===== src/rtl/wb_pkg.sv =====
// rtl/wb_pkg.sv - shared types and constants for the writeback-stage controller
//
// Contents:
//   wb_sel_e   : writeback mux source codes (ALU, load data, PC+4)
//   wb_state_e : controller FSM states
//   RF_ADDR_W  : register-file address width
//   map_sel    : folds the reserved source code 2'b11 onto the ALU source
package wb_pkg;

    typedef enum logic [1:0] {
        WB_ALU = 2'b00,
        WB_MEM = 2'b01,
        WB_PC4 = 2'b10
    } wb_sel_e;

    typedef enum logic [1:0] {
        IDLE     = 2'b00,
        WAIT_RSP = 2'b01,
        ERROR    = 2'b10
    } wb_state_e;

    localparam int RF_ADDR_W = 5;

    function automatic logic [1:0] map_sel(input logic [1:0] sel);
        return (sel == 2'b11) ? WB_ALU : sel;
    endfunction

endpackage


===== src/rtl/wb_ctrl_if.sv =====
// rtl/wb_ctrl_if.sv - handshake bundle between the MEM/WB pipeline register, data memory and wb_ctrl
//
// Signals:
//   wb_valid_i, wb_sel_i, reg_wr_i, rd_i : writeback instruction fields from MEM/WB
//   dmem_rsp_valid_i                     : load data valid on the memory output
//   sel_dm_o, rf_we_o, rf_waddr_o        : writeback mux select and register-file write port
//   stall_o, load_pending_o, timeout_o   : pipeline freeze and status
// Modports:
//   master : pipeline/memory side (drives instruction fields and response valid)
//   slave  : wb_ctrl side
interface wb_ctrl_if;
    import wb_pkg::*;

    logic                 wb_valid_i;
    logic [1:0]           wb_sel_i;
    logic                 reg_wr_i;
    logic [RF_ADDR_W-1:0] rd_i;
    logic                 dmem_rsp_valid_i;
    logic [1:0]           sel_dm_o;
    logic                 rf_we_o;
    logic [RF_ADDR_W-1:0] rf_waddr_o;
    logic                 stall_o;
    logic                 load_pending_o;
    logic                 timeout_o;

    modport master (
        output wb_valid_i, wb_sel_i, reg_wr_i, rd_i, dmem_rsp_valid_i,
        input  sel_dm_o, rf_we_o, rf_waddr_o, stall_o, load_pending_o, timeout_o
    );

    modport slave (
        input  wb_valid_i, wb_sel_i, reg_wr_i, rd_i, dmem_rsp_valid_i,
        output sel_dm_o, rf_we_o, rf_waddr_o, stall_o, load_pending_o, timeout_o
    );

endinterface


===== src/rtl/wb_timer.sv =====
// rtl/wb_timer.sv - load-wait watchdog counter with clear, enable and terminal count
//
// Ports:
//   clk, rst_n : clock, asynchronous active-low reset
//   clr        : synchronous clear (wins over en)
//   en         : count up by one
//   tc         : count equals TIMEOUT_CYCLES-1
module wb_timer #(
    parameter int TIMEOUT_CYCLES = 16,
    parameter int CNT_W          = $clog2(TIMEOUT_CYCLES + 1)
) (
    input  logic clk,
    input  logic rst_n,
    input  logic clr,
    input  logic en,
    output logic tc
);

    logic [CNT_W-1:0] cnt;

    always_ff @(posedge clk or negedge rst_n) begin
        if (!rst_n) begin
            cnt <= '0;
        end else if (clr) begin
            cnt <= '0;
        end else if (en) begin
            cnt <= cnt + CNT_W'(1);
        end
    end

    assign tc = (cnt == CNT_W'(TIMEOUT_CYCLES - 1));

endmodule


===== src/rtl/wb_ctrl.sv =====
// rtl/wb_ctrl.sv - writeback-stage controller: mux select, register-file write, load stall, watchdog
//
// Ports:
//   clk, rst_n : pipeline clock, asynchronous active-low reset
//   bus        : wb_ctrl_if.slave (instruction fields, memory response, writeback controls, status)
// Parameters:
//   TIMEOUT_CYCLES : maximum WAIT_RSP cycles before ERROR (2..255)
//   CNT_W          : watchdog counter width
module wb_ctrl
    import wb_pkg::*;
#(
    parameter int TIMEOUT_CYCLES = 16,
    parameter int CNT_W          = $clog2(TIMEOUT_CYCLES + 1)
) (
    input  logic      clk,
    input  logic      rst_n,
    wb_ctrl_if.slave  bus
);

    wb_state_e            state, state_nxt;
    logic [RF_ADDR_W-1:0] rd_q;
    logic                 reg_wr_q;
    logic                 tmr_clr, tmr_en, tmr_tc;
    logic                 is_load;

    assign is_load = bus.wb_valid_i && (bus.wb_sel_i == WB_MEM);

    wb_timer #(
        .TIMEOUT_CYCLES (TIMEOUT_CYCLES),
        .CNT_W          (CNT_W)
    ) u_timer (
        .clk   (clk),
        .rst_n (rst_n),
        .clr   (tmr_clr),
        .en    (tmr_en),
        .tc    (tmr_tc)
    );

    // Outputs are combinational so a response completes its write in the
    // same cycle it arrives; no output register sits between FSM and mux.
    always_comb begin
        state_nxt      = state;
        bus.sel_dm_o   = WB_ALU;
        bus.rf_we_o    = 1'b0;
        bus.rf_waddr_o = bus.rd_i;
        bus.stall_o    = 1'b0;
        tmr_clr        = 1'b0;
        tmr_en         = 1'b0;
        case (state)
            IDLE: begin
                if (is_load) begin
                    bus.sel_dm_o = WB_MEM;
                    if (bus.dmem_rsp_valid_i) begin
                        bus.rf_we_o = bus.reg_wr_i && (bus.rd_i != '0);
                    end else begin
                        bus.stall_o = 1'b1;
                        tmr_clr     = 1'b1;
                        state_nxt   = WAIT_RSP;
                    end
                end else if (bus.wb_valid_i) begin
                    bus.sel_dm_o = map_sel(bus.wb_sel_i);
                    bus.rf_we_o  = bus.reg_wr_i && (bus.rd_i != '0);
                end
            end
            WAIT_RSP: begin
                // Upstream is frozen: only the response input is live here.
                bus.sel_dm_o   = WB_MEM;
                bus.rf_waddr_o = rd_q;
                if (bus.dmem_rsp_valid_i) begin
                    // A response on the threshold cycle still wins.
                    bus.rf_we_o = reg_wr_q && (rd_q != '0);
                    state_nxt   = IDLE;
                end else begin
                    bus.stall_o = 1'b1;
                    tmr_en      = 1'b1;
                    if (tmr_tc) begin
                        state_nxt = ERROR;
                    end
                end
            end
            ERROR: begin
                bus.rf_waddr_o = rd_q;
                bus.stall_o    = 1'b1;
            end
            default: begin
                state_nxt = IDLE;
            end
        endcase
    end

    assign bus.load_pending_o = (state == WAIT_RSP);
    assign bus.timeout_o      = (state == ERROR);

    always_ff @(posedge clk or negedge rst_n) begin
        if (!rst_n) begin
            state    <= IDLE;
            rd_q     <= '0;
            reg_wr_q <= 1'b0;
        end else begin
            state <= state_nxt;
            if (tmr_clr) begin
                rd_q     <= bus.rd_i;
                reg_wr_q <= bus.reg_wr_i;
            end
        end
    end

endmodule


===== src/flat_wrapper.sv =====
// flat-port wrapper written by rule: the top's interface ports become plain ports
module wb_ctrl_flat import wb_pkg::*;
#(
    parameter int TIMEOUT_CYCLES = 16,
    parameter int CNT_W          = $clog2(TIMEOUT_CYCLES + 1)
)
  (clk, rst_n, bus_wb_valid_i, bus_wb_sel_i, bus_reg_wr_i, bus_rd_i, bus_dmem_rsp_valid_i, bus_sel_dm_o, bus_rf_we_o, bus_rf_waddr_o, bus_stall_o, bus_load_pending_o, bus_timeout_o);
  wb_ctrl_if bus_i ();
  input  logic clk;
  input  logic rst_n;
  input wire logic [$bits(bus_i.wb_valid_i)-1:0] bus_wb_valid_i;
  input wire logic [$bits(bus_i.wb_sel_i)-1:0] bus_wb_sel_i;
  input wire logic [$bits(bus_i.reg_wr_i)-1:0] bus_reg_wr_i;
  input wire logic [$bits(bus_i.rd_i)-1:0] bus_rd_i;
  input wire logic [$bits(bus_i.dmem_rsp_valid_i)-1:0] bus_dmem_rsp_valid_i;
  output wire logic [$bits(bus_i.sel_dm_o)-1:0] bus_sel_dm_o;
  output wire logic [$bits(bus_i.rf_we_o)-1:0] bus_rf_we_o;
  output wire logic [$bits(bus_i.rf_waddr_o)-1:0] bus_rf_waddr_o;
  output wire logic [$bits(bus_i.stall_o)-1:0] bus_stall_o;
  output wire logic [$bits(bus_i.load_pending_o)-1:0] bus_load_pending_o;
  output wire logic [$bits(bus_i.timeout_o)-1:0] bus_timeout_o;
  assign bus_i.wb_valid_i = bus_wb_valid_i;
  assign bus_i.wb_sel_i = bus_wb_sel_i;
  assign bus_i.reg_wr_i = bus_reg_wr_i;
  assign bus_i.rd_i = bus_rd_i;
  assign bus_i.dmem_rsp_valid_i = bus_dmem_rsp_valid_i;
  assign bus_sel_dm_o = bus_i.sel_dm_o;
  assign bus_rf_we_o = bus_i.rf_we_o;
  assign bus_rf_waddr_o = bus_i.rf_waddr_o;
  assign bus_stall_o = bus_i.stall_o;
  assign bus_load_pending_o = bus_i.load_pending_o;
  assign bus_timeout_o = bus_i.timeout_o;
  wb_ctrl #(.TIMEOUT_CYCLES(TIMEOUT_CYCLES), .CNT_W(CNT_W)) u_core (.clk(clk), .rst_n(rst_n), .bus(bus_i));
endmodule

===== config.mk =====
export PLATFORM = sky130hd
export DESIGN_NAME = wb_ctrl_flat
export DESIGN_NICKNAME = d
export VERILOG_FILES = /design/src/rtl/wb_pkg.sv /design/src/rtl/wb_ctrl_if.sv /design/src/rtl/wb_timer.sv /design/src/rtl/wb_ctrl.sv /design/src/flat_wrapper.sv
export SDC_FILE = /design/constraint.sdc
export NUM_CORES = 1
export LEC_CHECK = 0
export CORE_AREA = 10 10 52 54
export CTS_CLUSTER_DIAMETER = 100
export DETAILED_ROUTE_END_ITERATION = 6
export DIE_AREA = 0 0 62 64
export HOLD_SLACK_MARGIN = 0.12
export PLACE_DENSITY_LB_ADDON = 0.2
export SYNTH_ARGS = -nofsm -noshare
export SYNTH_HDL_FRONTEND = slang
export SYNTH_HIERARCHICAL = 1
export SYNTH_SLANG_ARGS = --single-unit

===== constraint.sdc =====
create_clock -name clk -period 2.8 [get_ports clk]
set_input_delay 0.28 -clock clk [delete_from_list [all_inputs] [get_ports clk]]
set_output_delay 0.28 -clock clk [all_outputs]
set_load 0.01 [all_outputs]

==> flow_summary_export.csv <==
group,metric,value,unit
outcome,outcome,"finished clean",
synthesis,syn_area_per_cell,11.5,sq um
job,drv_cap,0,
critical_path,cp-end-kind,"primary output",
floorplan,core_outline_area,0.00171,sq mm
finish,layout_commonest_cell,"sky130_fd_sc_hd__clkdlybuf4s50_1",
cts,postCtsResizedCells,0,
synthesis,synthesis.nets,88,
sta,layout_min_cycle_time,2.41,ns
floorplan,initial_utilization,47.2,%
global_routing,grt_start_max_net_pins,14,
routing,via_count,629,
finish,final_net_count,115,
critical_path,path_buf_inv,3,
sta,fin_hold_viols,0,
power_and_ir_drop,power_density,889,mW/mm^2
critical_path,crit_path_start_kind,"flop",
routing,drcViolationCount,0,
global_routing,globalRouteTotalUtil,9.68,%
finish,flow.area_growth_from_synthesis,34.0,%
global_routing,grt_first_pass_wirelength,3040,um
synthesis,syn-instance-count,70,
cts,cts_buffers,3,
cts,clkLatencyLatePin,0.27,ns
synthesis,synth_flop_cell,"sky130_fd_sc_hd__dfrtp_1",
sta,timing.clock.skew,0.00122,ns
floorplan,row_count,15,
floorplan,overall_die_area,0.00397,sq mm
routing,detailedRoute.firstIterationViolations,4,
floorplan,die_x,62,um
critical_path,worstPathCellList,"inv_1 -> ha_1 -> nor2b_1 -> buf_4 -> nor2_1 -> a21oi_1 -> clkdlybuf4s50_1",
synthesis,share_of_async_settable_or_async_resettable_flops_after_synthesis,100,%
global_routing,grt_overflow,0,
cts,ctsHtreeMaxLevel,1,
sta,report.final.setup_viol,0,
place,routabilityCongestion,0.792,
critical_path,worst_path_max_delay_cell,"sky130_fd_sc_hd__clkdlybuf4s50_1",
finish,post_route_cells_drive_above_1_share,21.9,%
floorplan,floorplan.die.height,64,um
cts,cts.repair_timing.setup_buffer_count,0,
critical_path,critPathMaxStageDelay,0.56,ns
cts,number_of_buffers_inserted_for_hold_repair_after_clock_tree_synthesis,0,
global_routing,number_of_global_route_vias_before_repair,673,
critical_path,worst-setup-path-type,"flop to primary output",
critical_path,reg2reg_depth,6,
finish,fin_util,63.2,%
critical_path,cp_num_cells,7,
cts,tritoncts_clock_tree,"done",
routing,detailed_route_vias_per_instance,5.20,
power_and_ir_drop,power.leakage,0.000481,uW
power_and_ir_drop,power,960,uW
synthesis,yosys.area.top_type,"sky130_fd_sc_hd__dfrtp_1",
synthesis,mappedNetlistArea,806,sq um
synthesis,post-synth-top-area-fraction,40.4,%
synthesis,synth_cell_types,31,
place,dpl.hpwl,1480,um
sta,unrepaired_setup_endpoints_after_global_routing,"no",
sta,finalCritPeriodShare,86.1,%
critical_path,critical_path.top_delay_family,"buffers and inverters",
min_path,holdCritPathClass,"input port to async pin",
finish,antennaDiodeCount,0,
routing,drt-total-wl,1830,um
synthesis,yosys_warnings,6,
synthesis,yosys-top-cells-area,"sky130_fd_sc_hd__dfrtp_1, sky130_fd_sc_hd__mux2_2, sky130_fd_sc_hd__ha_1, sky130_fd_sc_hd__nor2_1, sky130_fd_sc_hd__a211oi_1",
cts,cts.sinks,13,
routing,detail-route-antenna-nets,0,
sta,final_max_slew_viol_count,0,
cts,worst_setup_hold_path_clk_slew,0.08,ns
synthesis,ys_seq_elements,13,
sta,maxClockFrequency,0.415,GHz
synthesis,synth_enable_flop_cells,0,
critical_path,worstPathArrival,2.13,ns
sta,setup_tns,0,ns
critical_path,crit_fanout,8,
critical_path,worstPathRequired,2.52,ns
cts,clk_path_buf_depth,2,
floorplan,io_pins,23,
place,dpl_cell_area,0.00105,sq mm
routing,avgRoutedWirePerCell,15.2,um
power_and_ir_drop,vdd.ir_drop.worst,0.563,mV
place,placement.io_buffers,22,
sta,worst_slew_margin_rel,58.5,%
finish,layout_common_cells,"sky130_fd_sc_hd__clkdlybuf4s50_1, sky130_fd_sc_hd__dfrtp_1, sky130_fd_sc_hd__mux2_2",
cts,clk_root_buffer_cell,"sky130_fd_sc_hd__clkbuf_4",
routing,firstDrtPassIters,4,
synthesis,ys_seq_area_share,40.4,%
sta,timing_worst_slew_pin_value,0.620,ns
finish,finish.instance_area,0.00108,sq mm
global_routing,antenna_found_initial,0,
==> area by class of cell <==
| class | count | area, sq um |
|---|---|---|
| multi-input cells | 51 | 448 |
| clock buffers | 4 | 26.3 |
| inverters | 5 | 21.3 |
| well taps | 25 | 31.3 |
| fillers | 140 | 628 |
| repair buffers | 23 | 228 |
| flip-flops and latches | 13 | 325 |
==> worst paths after layout <==
path	startpoint	endpoint	slack [ns]
setup / recovery	u_core/state[1]	bus_stall_o	0.39
hold / removal	rst_n	u_core/state[0]	0.39
setup reg to reg	u_core/state[0]	u_core/u_timer/cnt[3]	1.06
hold reg to reg	u_core/reg_wr_q	u_core/reg_wr_q	0.52
max in group asynchronous	rst_n	u_core/u_timer/cnt[1]	2.01
min in group clk	u_core/reg_wr_q	u_core/reg_wr_q	0.52
==> worst reg2reg max path: stages, from the launching register on <==
cell and delay (ns):
sky130_fd_sc_hd__dfrtp_1 0.41, sky130_fd_sc_hd__inv_1 0.11, sky130_fd_sc_hd__ha_1 0.29, sky130_fd_sc_hd__nand3_2 0.21
sky130_fd_sc_hd__inv_4 0.17, sky130_fd_sc_hd__and2b_1 0.19, sky130_fd_sc_hd__mux2_4 0.24
==> metal layers <==
| layer | track usage, % | vias up | wire length [um] | share of wire, % |
|---|---|---|---|---|
| met2 | 15.5 | 15 | 886 | 48 |
| met5 | 0 | - | 0 | 0 |
| li1 | - | 313 | - | - |
| met4 | 2.51 | 0 | 14 | 0.76 |
| met3 | 3.95 | 2 | 152 | 8.3 |
| met1 | 11.5 | 299 | 780 | 43 |
==> sequential cells by signal, indices dropped and copies added (netlist names) <==
name and count:
u_core/rd_q 5, u_core/reg_wr_q 1, u_core/state 2, u_core/u_timer/cnt 5
==> where the power goes <==
group	internal (uW)	switching [uW]	total, uW	leakage, uW
combinational	310	218	527	0.000300
clock	55.0	58.6	114	0.0000150
sequential	264	55.6	319	0.000165
total	628	332	960	0.000481
==> cells by family (layout without fill, tap and decap cells) <==
group	Yosys count	after routing	synth area share, %
simple gates	21	21	16.9
flops	13	13	40.4
mux	13	13	18.5
compound gates	10	10	9.78
fa+ha+maj	6	6	9.32
buf+inv	6	32	4.04
xor+xnor	1	1	1.09
==> cells in the mapped netlist (2+ instances only) <==
| library cell | count |
|---|---|
| sky130_fd_sc_hd__nand2_1 | 2 |
| sky130_fd_sc_hd__nor2_1 | 6 |
| sky130_fd_sc_hd__mux2_2 | 11 |
| sky130_fd_sc_hd__a211oi_1 | 2 |
| sky130_fd_sc_hd__inv_1 | 4 |
| sky130_fd_sc_hd__a21oi_1 | 2 |
| sky130_fd_sc_hd__or4_1 | 2 |
| sky130_fd_sc_hd__dfrtp_1 | 13 |
| sky130_fd_sc_hd__ha_1 | 6 |
==> per-stage QoR <==
stage / setup slack, ns / hold WS, ns / cells
final: 0.390 / 0.394 / 121
after global routing: 0.192 / 0.432 / 121
after CTS: 0.353 / 0.412 / 121
after detailed placement: 0.521 / 0.512 / 117
after global placement: 0.566 / 0.509 / 117
after floorplan: 1.22 / -0.0156 / 70
Power figures use the tool's default switching activity.
